--- src/rtl/char_move_controller_pkg.sv ---
// rtl/char_move_controller_pkg.sv - shared types and constants for the sprite movement controller
package char_move_pkg;

    // Facing direction, encoded the way the frame drawer indexes its sprite sheet
    typedef enum logic [1:0] {
        DOWN  = 2'd0,
        UP    = 2'd1,
        LEFT  = 2'd2,
        RIGHT = 2'd3
    } dir_t;

    // Movement sequencer states
    typedef enum logic [1:0] {
        IDLE   = 2'd0,
        LOOKUP = 2'd1,
        DECIDE = 2'd2,
        MOVE   = 2'd3
    } state_t;

    // USB HID keycodes: WASD walks, IJKL runs
    localparam logic [7:0] KEY_W = 8'h1A;
    localparam logic [7:0] KEY_S = 8'h16;
    localparam logic [7:0] KEY_A = 8'h04;
    localparam logic [7:0] KEY_D = 8'h07;
    localparam logic [7:0] KEY_I = 8'h0C;
    localparam logic [7:0] KEY_K = 8'h0E;
    localparam logic [7:0] KEY_J = 8'h0D;
    localparam logic [7:0] KEY_L = 8'h0F;

    // Game states
    localparam logic [3:0] GS_TITLE     = 4'd0;
    localparam logic [3:0] GS_INTRO     = 4'd1;
    localparam logic [3:0] GS_OVERWORLD = 4'd2;

endpackage

--- src/rtl/char_move_controller_if.sv ---
// rtl/char_move_controller_if.sv - keyboard/collision/frame-drawer signal bundle for the movement controller
interface char_move_controller_if;
    logic       frame_tick;
    logic [7:0] keycode;
    logic [3:0] state_num;
    logic       blocked;
    logic [5:0] tgt_tx;
    logic [4:0] tgt_ty;
    logic [9:0] charxcurrpos;
    logic [9:0] charycurrpos;
    logic [1:0] direction;
    logic [1:0] charMoveFrame;
    logic       charIsMoving;
    logic       charIsRunning;
    logic       atTile;

    // Environment side: supplies frame/key/collision, consumes sprite state
    modport master (
        output frame_tick, keycode, state_num, blocked,
        input  tgt_tx, tgt_ty, charxcurrpos, charycurrpos, direction,
               charMoveFrame, charIsMoving, charIsRunning, atTile
    );

    // Controller side
    modport slave (
        input  frame_tick, keycode, state_num, blocked,
        output tgt_tx, tgt_ty, charxcurrpos, charycurrpos, direction,
               charMoveFrame, charIsMoving, charIsRunning, atTile
    );
endinterface

--- src/rtl/char_move_controller_key_decode.sv ---
// rtl/char_move_controller_key_decode.sv - combinational keycode to direction/run decoder
module char_key_decode
    import char_move_pkg::*;
#(
    parameter bit RUN_EN = 1'b0
) (
    input  logic [7:0] i_keycode,
    output logic       o_key_valid,
    output dir_t       o_key_dir,
    output logic       o_key_run
);

    logic w_run;

    // Map the eight movement keys; anything else reads as no key
    always_comb begin
        o_key_valid = 1'b1;
        o_key_dir   = DOWN;
        w_run       = 1'b0;
        case (i_keycode)
            KEY_W: o_key_dir = UP;
            KEY_S: o_key_dir = DOWN;
            KEY_A: o_key_dir = LEFT;
            KEY_D: o_key_dir = RIGHT;
            KEY_I: begin o_key_dir = UP;    w_run = 1'b1; end
            KEY_K: begin o_key_dir = DOWN;  w_run = 1'b1; end
            KEY_J: begin o_key_dir = LEFT;  w_run = 1'b1; end
            KEY_L: begin o_key_dir = RIGHT; w_run = 1'b1; end
            default: o_key_valid = 1'b0;
        endcase
        // With running disabled the run keys collapse onto their walk twins
        o_key_run = RUN_EN & w_run;
    end

endmodule

--- src/rtl/char_move_controller.sv ---
// rtl/char_move_controller.sv - per-frame tile stepping sequencer for the player sprite; CHAR_RUN_EN enables run speed
module char_move_controller
    import char_move_pkg::*;
#(
    parameter int         TILE      = 16,
    parameter int         START_X   = 160,
    parameter int         START_Y   = 112,
    parameter int         MAX_X     = 624,
    parameter int         MAX_Y     = 464,
    parameter logic [3:0] OVERWORLD = GS_OVERWORLD
) (
    input  logic                 Clk,
    input  logic                 Reset,
    char_move_controller_if.slave io_mv
);

`ifdef CHAR_RUN_EN
    localparam bit RUN_EN = 1'b1;
`else
    localparam bit RUN_EN = 1'b0;
`endif

    localparam int         SH   = $clog2(TILE);
    localparam int         CW   = SH + 1;
    localparam logic [9:0] SX   = 10'(START_X);
    localparam logic [9:0] SY   = 10'(START_Y);
    localparam logic [9:0] MAXX = 10'(MAX_X);
    localparam logic [9:0] MAXY = 10'(MAX_Y);

    state_t          r_state;
    dir_t            r_dir;
    logic [9:0]      r_x;
    logic [9:0]      r_y;
    logic [CW-1:0]   r_cnt;
    logic            r_run;
    logic            r_oob;
    logic [5:0]      r_tx;
    logic [4:0]      r_ty;
    logic [1:0]      r_frame;
    logic            r_moving;
    logic            r_running;
    logic            r_attile;

    logic            w_key_valid;
    dir_t            w_key_dir;
    logic            w_key_run;
    logic            w_oob;
    logic [5:0]      w_tx;
    logic [4:0]      w_ty;
    logic [CW-1:0]   w_step;
    logic [CW-1:0]   w_cnt_nxt;

    char_key_decode #(
        .RUN_EN      (RUN_EN)
    ) u_key_decode (
        .i_keycode   (io_mv.keycode),
        .o_key_valid (w_key_valid),
        .o_key_dir   (w_key_dir),
        .o_key_run   (w_key_run)
    );

    // Neighbour tile in the key direction; an edge step is flagged rather than computed so nothing wraps
    always_comb begin
        w_oob = 1'b0;
        w_tx  = 6'(r_x >> SH);
        w_ty  = 5'(r_y >> SH);
        case (w_key_dir)
            LEFT:  if (r_x == 10'd0) w_oob = 1'b1; else w_tx = w_tx - 6'd1;
            RIGHT: if (r_x >= MAXX)  w_oob = 1'b1; else w_tx = w_tx + 6'd1;
            UP:    if (r_y == 10'd0) w_oob = 1'b1; else w_ty = w_ty - 5'd1;
            default: if (r_y >= MAXY) w_oob = 1'b1; else w_ty = w_ty + 5'd1;
        endcase
    end

    assign w_step    = r_run ? CW'(2) : CW'(1);
    assign w_cnt_nxt = r_cnt + w_step;

    // Movement FSM with all drawer-facing outputs registered alongside the state
    always_ff @(posedge Clk or negedge Reset) begin
        if (!Reset) begin
            r_state   <= IDLE;
            r_dir     <= DOWN;
            r_x       <= SX;
            r_y       <= SY;
            r_cnt     <= '0;
            r_run     <= 1'b0;
            r_oob     <= 1'b0;
            r_tx      <= '0;
            r_ty      <= '0;
            r_frame   <= 2'd0;
            r_moving  <= 1'b0;
            r_running <= 1'b0;
            r_attile  <= 1'b1;
        end else begin
            case (r_state)
                IDLE: begin
                    if (io_mv.frame_tick && io_mv.state_num == OVERWORLD && w_key_valid) begin
                        if (w_key_dir != r_dir) begin
                            r_dir <= w_key_dir;
                        end else begin
                            r_run     <= w_key_run;
                            r_oob     <= w_oob;
                            r_tx      <= w_tx;
                            r_ty      <= w_ty;
                            r_moving  <= 1'b1;
                            r_running <= w_key_run;
                            r_attile  <= 1'b0;
                            r_state   <= LOOKUP;
                        end
                    end
                end
                LOOKUP: r_state <= DECIDE;
                DECIDE: begin
                    if (r_oob || io_mv.blocked) begin
                        r_moving  <= 1'b0;
                        r_running <= 1'b0;
                        r_attile  <= 1'b1;
                        r_state   <= IDLE;
                    end else begin
                        r_cnt   <= '0;
                        r_frame <= 2'd0;
                        r_state <= MOVE;
                    end
                end
                MOVE: begin
                    if (io_mv.frame_tick) begin
                        case (r_dir)
                            LEFT:    r_x <= r_x - 10'(w_step);
                            RIGHT:   r_x <= r_x + 10'(w_step);
                            UP:      r_y <= r_y - 10'(w_step);
                            default: r_y <= r_y + 10'(w_step);
                        endcase
                        r_cnt <= w_cnt_nxt;
                        if (w_cnt_nxt >= CW'(TILE)) begin
                            r_frame   <= 2'd0;
                            r_moving  <= 1'b0;
                            r_running <= 1'b0;
                            r_attile  <= 1'b1;
                            r_state   <= IDLE;
                        end else begin
                            r_frame <= w_cnt_nxt[3:2];
                        end
                    end
                end
                default: r_state <= IDLE;
            endcase
        end
    end

    assign io_mv.tgt_tx        = r_tx;
    assign io_mv.tgt_ty        = r_ty;
    assign io_mv.charxcurrpos  = r_x;
    assign io_mv.charycurrpos  = r_y;
    assign io_mv.direction     = r_dir;
    assign io_mv.charMoveFrame = r_frame;
    assign io_mv.charIsMoving  = r_moving;
    assign io_mv.charIsRunning = r_running;
    assign io_mv.atTile        = r_attile;

endmodule

--- src/flat_wrapper.sv ---
// flat-port wrapper written by rule: the top's interface ports become plain ports
module char_move_controller_flat import char_move_pkg::*;
#(
    parameter int         TILE      = 16,
    parameter int         START_X   = 160,
    parameter int         START_Y   = 112,
    parameter int         MAX_X     = 624,
    parameter int         MAX_Y     = 464,
    parameter logic [3:0] OVERWORLD = GS_OVERWORLD
)
  (Clk, Reset, io_mv_frame_tick, io_mv_keycode, io_mv_state_num, io_mv_blocked, io_mv_tgt_tx, io_mv_tgt_ty, io_mv_charxcurrpos, io_mv_charycurrpos, io_mv_direction, io_mv_charMoveFrame, io_mv_charIsMoving, io_mv_charIsRunning, io_mv_atTile);
  char_move_controller_if io_mv_i ();
  input  logic Clk;
  input  logic Reset;
  input wire logic [$bits(io_mv_i.frame_tick)-1:0] io_mv_frame_tick;
  input wire logic [$bits(io_mv_i.keycode)-1:0] io_mv_keycode;
  input wire logic [$bits(io_mv_i.state_num)-1:0] io_mv_state_num;
  input wire logic [$bits(io_mv_i.blocked)-1:0] io_mv_blocked;
  output wire logic [$bits(io_mv_i.tgt_tx)-1:0] io_mv_tgt_tx;
  output wire logic [$bits(io_mv_i.tgt_ty)-1:0] io_mv_tgt_ty;
  output wire logic [$bits(io_mv_i.charxcurrpos)-1:0] io_mv_charxcurrpos;
  output wire logic [$bits(io_mv_i.charycurrpos)-1:0] io_mv_charycurrpos;
  output wire logic [$bits(io_mv_i.direction)-1:0] io_mv_direction;
  output wire logic [$bits(io_mv_i.charMoveFrame)-1:0] io_mv_charMoveFrame;
  output wire logic [$bits(io_mv_i.charIsMoving)-1:0] io_mv_charIsMoving;
  output wire logic [$bits(io_mv_i.charIsRunning)-1:0] io_mv_charIsRunning;
  output wire logic [$bits(io_mv_i.atTile)-1:0] io_mv_atTile;
  assign io_mv_i.frame_tick = io_mv_frame_tick;
  assign io_mv_i.keycode = io_mv_keycode;
  assign io_mv_i.state_num = io_mv_state_num;
  assign io_mv_i.blocked = io_mv_blocked;
  assign io_mv_tgt_tx = io_mv_i.tgt_tx;
  assign io_mv_tgt_ty = io_mv_i.tgt_ty;
  assign io_mv_charxcurrpos = io_mv_i.charxcurrpos;
  assign io_mv_charycurrpos = io_mv_i.charycurrpos;
  assign io_mv_direction = io_mv_i.direction;
  assign io_mv_charMoveFrame = io_mv_i.charMoveFrame;
  assign io_mv_charIsMoving = io_mv_i.charIsMoving;
  assign io_mv_charIsRunning = io_mv_i.charIsRunning;
  assign io_mv_atTile = io_mv_i.atTile;
  char_move_controller #(.TILE(TILE), .START_X(START_X), .START_Y(START_Y), .MAX_X(MAX_X), .MAX_Y(MAX_Y), .OVERWORLD(OVERWORLD)) u_core (.Clk(Clk), .Reset(Reset), .io_mv(io_mv_i));
endmodule
--- config.mk ---
export PLATFORM = sky130hd
export DESIGN_NAME = char_move_controller_flat
export DESIGN_NICKNAME = d
export VERILOG_FILES = /design/src/rtl/char_move_controller_pkg.sv /design/src/rtl/char_move_controller_if.sv /design/src/rtl/char_move_controller_key_decode.sv /design/src/rtl/char_move_controller.sv /design/src/flat_wrapper.sv
export SDC_FILE = /design/constraint.sdc
export NUM_CORES = 1
export LEC_CHECK = 0
export CORE_MARGIN = 4
export CORE_UTILIZATION = 45
export DETAILED_ROUTE_END_ITERATION = 10
export PLACE_DENSITY = 0.69
export SLEW_MARGIN = 25
export SYNTH_ARGS = -nofsm -noshare
export SYNTH_HDL_FRONTEND = slang
export SYNTH_SLANG_ARGS = --single-unit
--- constraint.sdc ---
create_clock -name Clk -period 2.8 [get_ports Clk]
set_input_delay 0.84 -clock Clk [delete_from_list [all_inputs] [get_ports Clk]]
set_output_delay 0.84 -clock Clk [all_outputs]
set_load 0.005 [all_outputs]
-- Yosys cells after proc, flatten, opt, wreduce, memory -nomap -nowiden
Index checks and enable logic that the tools add are counted.
- latch bits: 0
- bits in read-only memories: 0
- memories: 0
- logic and storage cells: 114
- input port bits: 16
- RAM bits: 0
- bits in registers: 46
- output and inout bits: 38
- equal/unequal tests: 25
- reductions and logical operators: 22
- divide/modulo/power cells: 0
- order comparisons: 3
- multiplexer cells: 41
- shift operators: 0
- bitwise operators: 2
- add/sub/neg operators: 9
- multiply operators: 0
- operator list (operator ; count):
    case mux 10 bit (2 select lines) ; 2
    == test 8 x 4 -> 1 bit (second input constant) ; 4
    adder 10 x 1 -> 10 bit (second input constant) ; 2
    logical NOT 10 bit ; 2
    two-way mux 5 bit ; 4
    case mux 5 bit (2 select lines) ; 2
    subtractor 10 x 1 -> 10 bit (second input constant) ; 2
    == test 8 x 3 -> 1 bit (second input constant) ; 2
    == test 8 x 5 -> 1 bit (second input constant) ; 2
    two-way mux 2 bit ; 8
    two-way mux 1 bit ; 15
    AND reduction 3 bit ; 5
    == test 2 bit (second input constant) ; 6
    two-way mux 6 bit ; 2
    case mux 1 bit (3 select lines) ; 4
    case mux 6 bit (2 select lines) ; 1
    adder 5 x 1 -> 5 bit (second input constant) ; 2
    >= comparator 10 bit (second input constant) ; 1
    >= comparator 10 x 9 -> 1 bit (second input constant) ; 1
    OR reduction 2 bit ; 5
    case mux 2 bit (4 select lines) ; 1
    OR reduction 8 bit ; 1
    adder 6 x 1 -> 6 bit (second input constant) ; 1
    == test 2 x 1 -> 1 bit (second input constant) ; 3
    17 further kinds ; 24

-- Logic depth before layout (Yosys ltp)
Gate-level depths: netlist (run 1).
- word-level depth: 7
- gate-level depth with buffers: 9
- depth with buffers taken out: 8

-- By module
A second synthesis (run 1) with hierarchy kept.
- cell total of the unflattened synthesis: 387
- area, all modules: 3399.5 µm²
- modules (own cells, without submodules) (module ; area an instance (µm²) ; cells an instance ; seq. area each (µm²) ; instances):
    char_move_controller ; 3263.1 ; 367 ; 1183.6 ; 1
    char_key_decode ; 136.4 ; 20 ; 0.0 ; 1

-- Worst setup path before layout (run 1)
OpenSTA, ideal clock, no wires.
- path type: reg2reg
- start point: register u_core.r_dir[0], in the netlist u_core.io_mv.direction[0]
- end point: register u_core.r_x[9], in the netlist u_core.io_mv.charxcurrpos[9]
- arrival time: 2377 ps
- stages on the path, launching flop included: 10
- setup slack: 300 ps
- period minus slack after synthesis: 2500 ps
- cells stage by stage: dfrtp_1 -> clkbuf_1 -> nand2_1 -> ha_1 -> a21oi_1 -> o2111ai_1 -> a211oi_1 -> nor3_1 -> or3b_2 -> xnor2_1
- word-level cells in the longest chain between the ends: 3
- elaborated cells on any way between the ends: 5
- those cells by class: eq/ne: 2; mux: 1; reduce/logical: 2
- RTL lines (element ; line ; text):
    start, declared ; char_move_controller.sv:31 ; dir_t r_dir;
    start signal, assigned ; char_move_controller.sv:99 ; r_dir <= w_key_dir;
    == test 2 bit ; char_move_controller.sv:127 ; case (r_dir)
    nonzero test 2 bit (no line) ; - ;
    AND reduction 3 bit (no line) ; - ;
    end signal, assigned ; char_move_controller.sv:128 ; LEFT: r_x <= r_x - 10'(w_step);
    end signal, assigned ; char_move_controller.sv:129 ; RIGHT: r_x <= r_x + 10'(w_step);
    end, declared ; char_move_controller.sv:32 ; logic [9:0] r_x;
Parallel ways exist; a longest one is shown, timed or not.
A chain may end at the register's enable or synchronous reset.

-- Worst setup path after layout (run 1)
- start point: input io_mv_keycode[1]
- end point: register u_core.r_ty[1], in the netlist u_core.io_mv.tgt_ty[1]
- word-level cells in the longest chain between the ends: 6
- elaborated cells on any way between the ends: 23
- those cells by class: eq/ne: 12; mux: 3; bitwise: 1; reduce/logical: 7
- RTL lines (element ; line ; text):
    start, declared ; flat_wrapper.sv:16 ; input wire logic [$bits(io_mv_i.keycode)-1:0] io_mv_keycode;
    == test 8 x 4 -> 1 bit (tied with other cells) ; char_move_controller_key_decode.sv:20 ; case (i_keycode)
    OR reduction 2 bit (no line) ; - ;
    case mux 2 bit (3 select lines) ; char_move_controller_key_decode.sv:20 ;
    == test 2 bit / inequality test 2 bit (equally long branches) ; char_move_controller.sv:67, char_move_controller.sv:98 ;
    OR reduction 2 bit (no line) / inverter 1 bit (equally long branches) ; - ;
    case mux 5 bit (2 select lines) / AND reduction 3 bit (equally long branches) ; - ;
    end signal, assigned ; char_move_controller.sv:104 ; r_ty <= w_ty;
    end, declared ; char_move_controller.sv:38 ; logic [4:0] r_ty;
Parallel ways exist; a longest one is shown, timed or not.

==> results of run 1 <==
==> critical path, stage by stage <==
cell	delay [ns]
clkdlybuf4s50_1	0.52
buf_4	0.17
o21a_1	0.20
o21ai_0	0.11
a21oi_1	0.31
nor3b_1	0.10
o32a_1	0.36
mux2_2	0.26
==> per-layer routing <==
metal,up-vias,wire length [um]
li1,1527,-
met1,1466,3990
met2,69,3690
met3,10,332
met4,0,111
met5,-,0
==> sequential cells by signal, indices dropped and copies added, names as in the netlist, 2 cells and up <==
register                    flops
u_core.io_mv.charMoveFrame      2
u_core.io_mv.charxcurrpos      10
u_core.io_mv.charycurrpos      10
u_core.io_mv.direction          2
u_core.io_mv.tgt_tx             6
u_core.io_mv.tgt_ty             5
u_core.r_cnt                    5
u_core.r_state                  2
==> cell families after synthesis <==
kind of cell    synth area share
mux                       0.0289
compound gates             0.214
fa+ha+maj                 0.0935
xor+xnor                  0.0727
other cells              0.00111
simple gates               0.206
buf+inv                   0.0475
flops                      0.336
==> cell usage in the layout, fill, tap and decap left out, types with 9 or more instances in the layout <==
cell / netlist / layout
clkdlybuf4s50_1: 0 / 51
a21oi_1: 18 / 18
ha_1: 22 / 22
nor3_1: 11 / 11
nand3_1: 12 / 12
buf_4: 3 / 31
nand2_1: 49 / 48
xor2_1: 9 / 9
xnor2_1: 19 / 19
dfrtp_1: 39 / 39
inv_1: 15 / 15
o21ai_0: 29 / 29
nor2_1: 16 / 16
==> cells in the mapped netlist (all sizes together), types with 3 or more instances <==
master,instances
a211o,4
a211oi,9
a21o,9
a21oi,18
a31oi,4
buf,9
clkbuf,9
dfrtp,39
dfstp,6
ha,22
inv,15
mux2,6
mux2i,3
nand2,49
nand2b,5
nand3,12
nand4,6
nor2,16
nor2b,6
nor3,11
nor3b,6
o211ai,3
o21ai,36
o21bai,3
o22ai,4
or3,3
xnor2,19
xor2,9
==> path summary, 6_finish.rpt <==
check                                               from                       endpoint  slack, ns
max                                     io_mv_keycode[1]         u_core.io_mv.tgt_ty[1]       0.14
min                        u_core.io_mv.charMoveFrame[0]  u_core.io_mv.charMoveFrame[0]       0.48
max reg2reg                    u_core.io_mv.direction[0]   u_core.io_mv.charxcurrpos[9]       0.25
min reg2reg                u_core.io_mv.charMoveFrame[0]  u_core.io_mv.charMoveFrame[0]       0.48
max in group asynchronous                          Reset   u_core.io_mv.charxcurrpos[5]       1.58
min in group asynchronous                          Reset   u_core.io_mv.charxcurrpos[1]       0.55
==> through the flow <==
| step | cells | hold slack, ns | utilization | total power (W) |
|---|---|---|---|---|
| 2_1_floorplan | 381 | 0.462 | - | 0.000744 |
| 3_3_place_gp | 545 | 0.468 | 0.571 | 0.000813 |
| 3_5_place_dp | 545 | 0.470 | 0.571 | 0.000817 |
| 4_1_cts | 553 | 0.492 | 0.584 | 0.00124 |
| 5_1_grt | 553 | 0.526 | 0.584 | 0.00128 |
| 6_report | 553 | 0.483 | 0.584 | 0.00124 |
==> report_power, final <==
group	leakage, nW	switching [W]	internal [W]
combinational	1.25	0.0000694	0.0000656
clock	0.0447	0.000252	0.000181
sequential	0.606	0.0000104	0.000658
total	1.90	0.000332	0.000904
==> layout make-up <==
cell class                 instances  area (um^2)
tap                               99          124
fill                             672         3020
inverter                          15         56.3
timing repair buffer              83          748
sequential                        45         1130
clock inverter                     3         25.0
multi-input combinational        303         2080
clock buffer                       5         68.8
==> metrics.cfg, run 1 <==
[synthesis]
synth_ff_type = dfrtp_1
synth-async-reset-ratio = 1.00
synth-edff-count = 0
yosysUniqueCellTypes = 70
yosysTopAreaCell = dfrtp_1
syn_inst = 381
synth_top_area_share = 0.289
syn_area_um2 = 3370
synth_seq_cells = 45
synth_area_leaders = dfrtp_1, ha_1, nand2_1
yosysWarningCount = 0
syn_nets = 421
avgSynthCellArea_um2 = 8.85
ys_seq_area_frac = 0.336

[pwr]
ir_worst_vdd_mv = 0.169
powerDensity_nw_per_um2 = 292
leakagePower_nw = 1.90

[clock_network]
clock-sinks = 45
cts_tree = yes
cts_resized = 0
cts_hold_buf = 0
cts_max_level = 2
clk_latency_ns = 0.31
cts_made_buffers = 5
cts_setup_buffers = 0
clk_pin_slew_worst_paths_ns = 0.09
clock_tree.buffer_depth = 2
clockRootBuffer = clkbuf_8

[timing]
finalHoldViolations = 0
period_minus_slack_ns = 2.66
slew_headroom = 0.554
fin_crit_sh = 0.949
rsz0062_at_grt = no
fin_setup_tns_ns = 0
setup_violations = 0
worst_slack_ns = 0.142
drv_slew = 0
finClkSkew_ns = 0.00643
worstMarginPinSlew_ns = 0.668
fmax_mhz = 376

[route]
initialDrtViolationCount = 174
vias = 3072
ant_nets = 0
first_pass_iters = 5
wl_per_cell_um = 14.7
routed_wl_um = 8110
route.detailed.drc = 0
viasPerCell = 5.56

[placed_design]
dpl_cell_area_um2 = 4140
io_buffers = 52
place_congestion = 0.837
dp_hpwl_um = 6340
dp_slack_ns = -0.162

[global_route]
met1_usage = 0.257
use_met2 = 0.311
grt_overflow = 0
grt_max_degree = 30
grt_first_pass_wirelength_um = 13800
global_route.peak_usage_layer = met2
met3_usage = 0.0271
grt_pass1_vias = 3041
grt_usage = 0.190
grt_antenna_before_repair = 0

[floorplanning]
row_count = 31
dieArea_um2 = 8950
core-area_um2 = 7250
die_x_um = 94.6
initial_core_util = 0.465
pin_count = 54
dieHeight_um = 94.6

[critical_path]
cp.arrival_ns = 2.86
startpoint_type = input pin
rr_worst_depth = 8
cp-end-kind = register
critPathKind = input pin to register
worstPathRequired_ns = 3.01
path_max_fanout = 9

[layout]
drive_gt1_frac = 0.137
area_growth_pct = 25.6
antenna_cells = 0
num-nets-final = 493
postLayoutCellArea_um2 = 4240

[status]
outcome = finished clean

[hold_path]
holdPathStages = 2
hp-class = register to register

[flow_run]
max-cap-violations = 0

Power figures use the tool's default switching activity.
==> run 2: changes to the inputs <==
- CTS_BUF_LIST: not set -> sky130_fd_sc_hd__clkbuf_4 sky130_fd_sc_hd__clkbuf_8 sky130_fd_sc_hd__clkbuf_16
==> results of run 2 <==
Same layout as run 1: the final DEF is identical, and so are final timing and power.
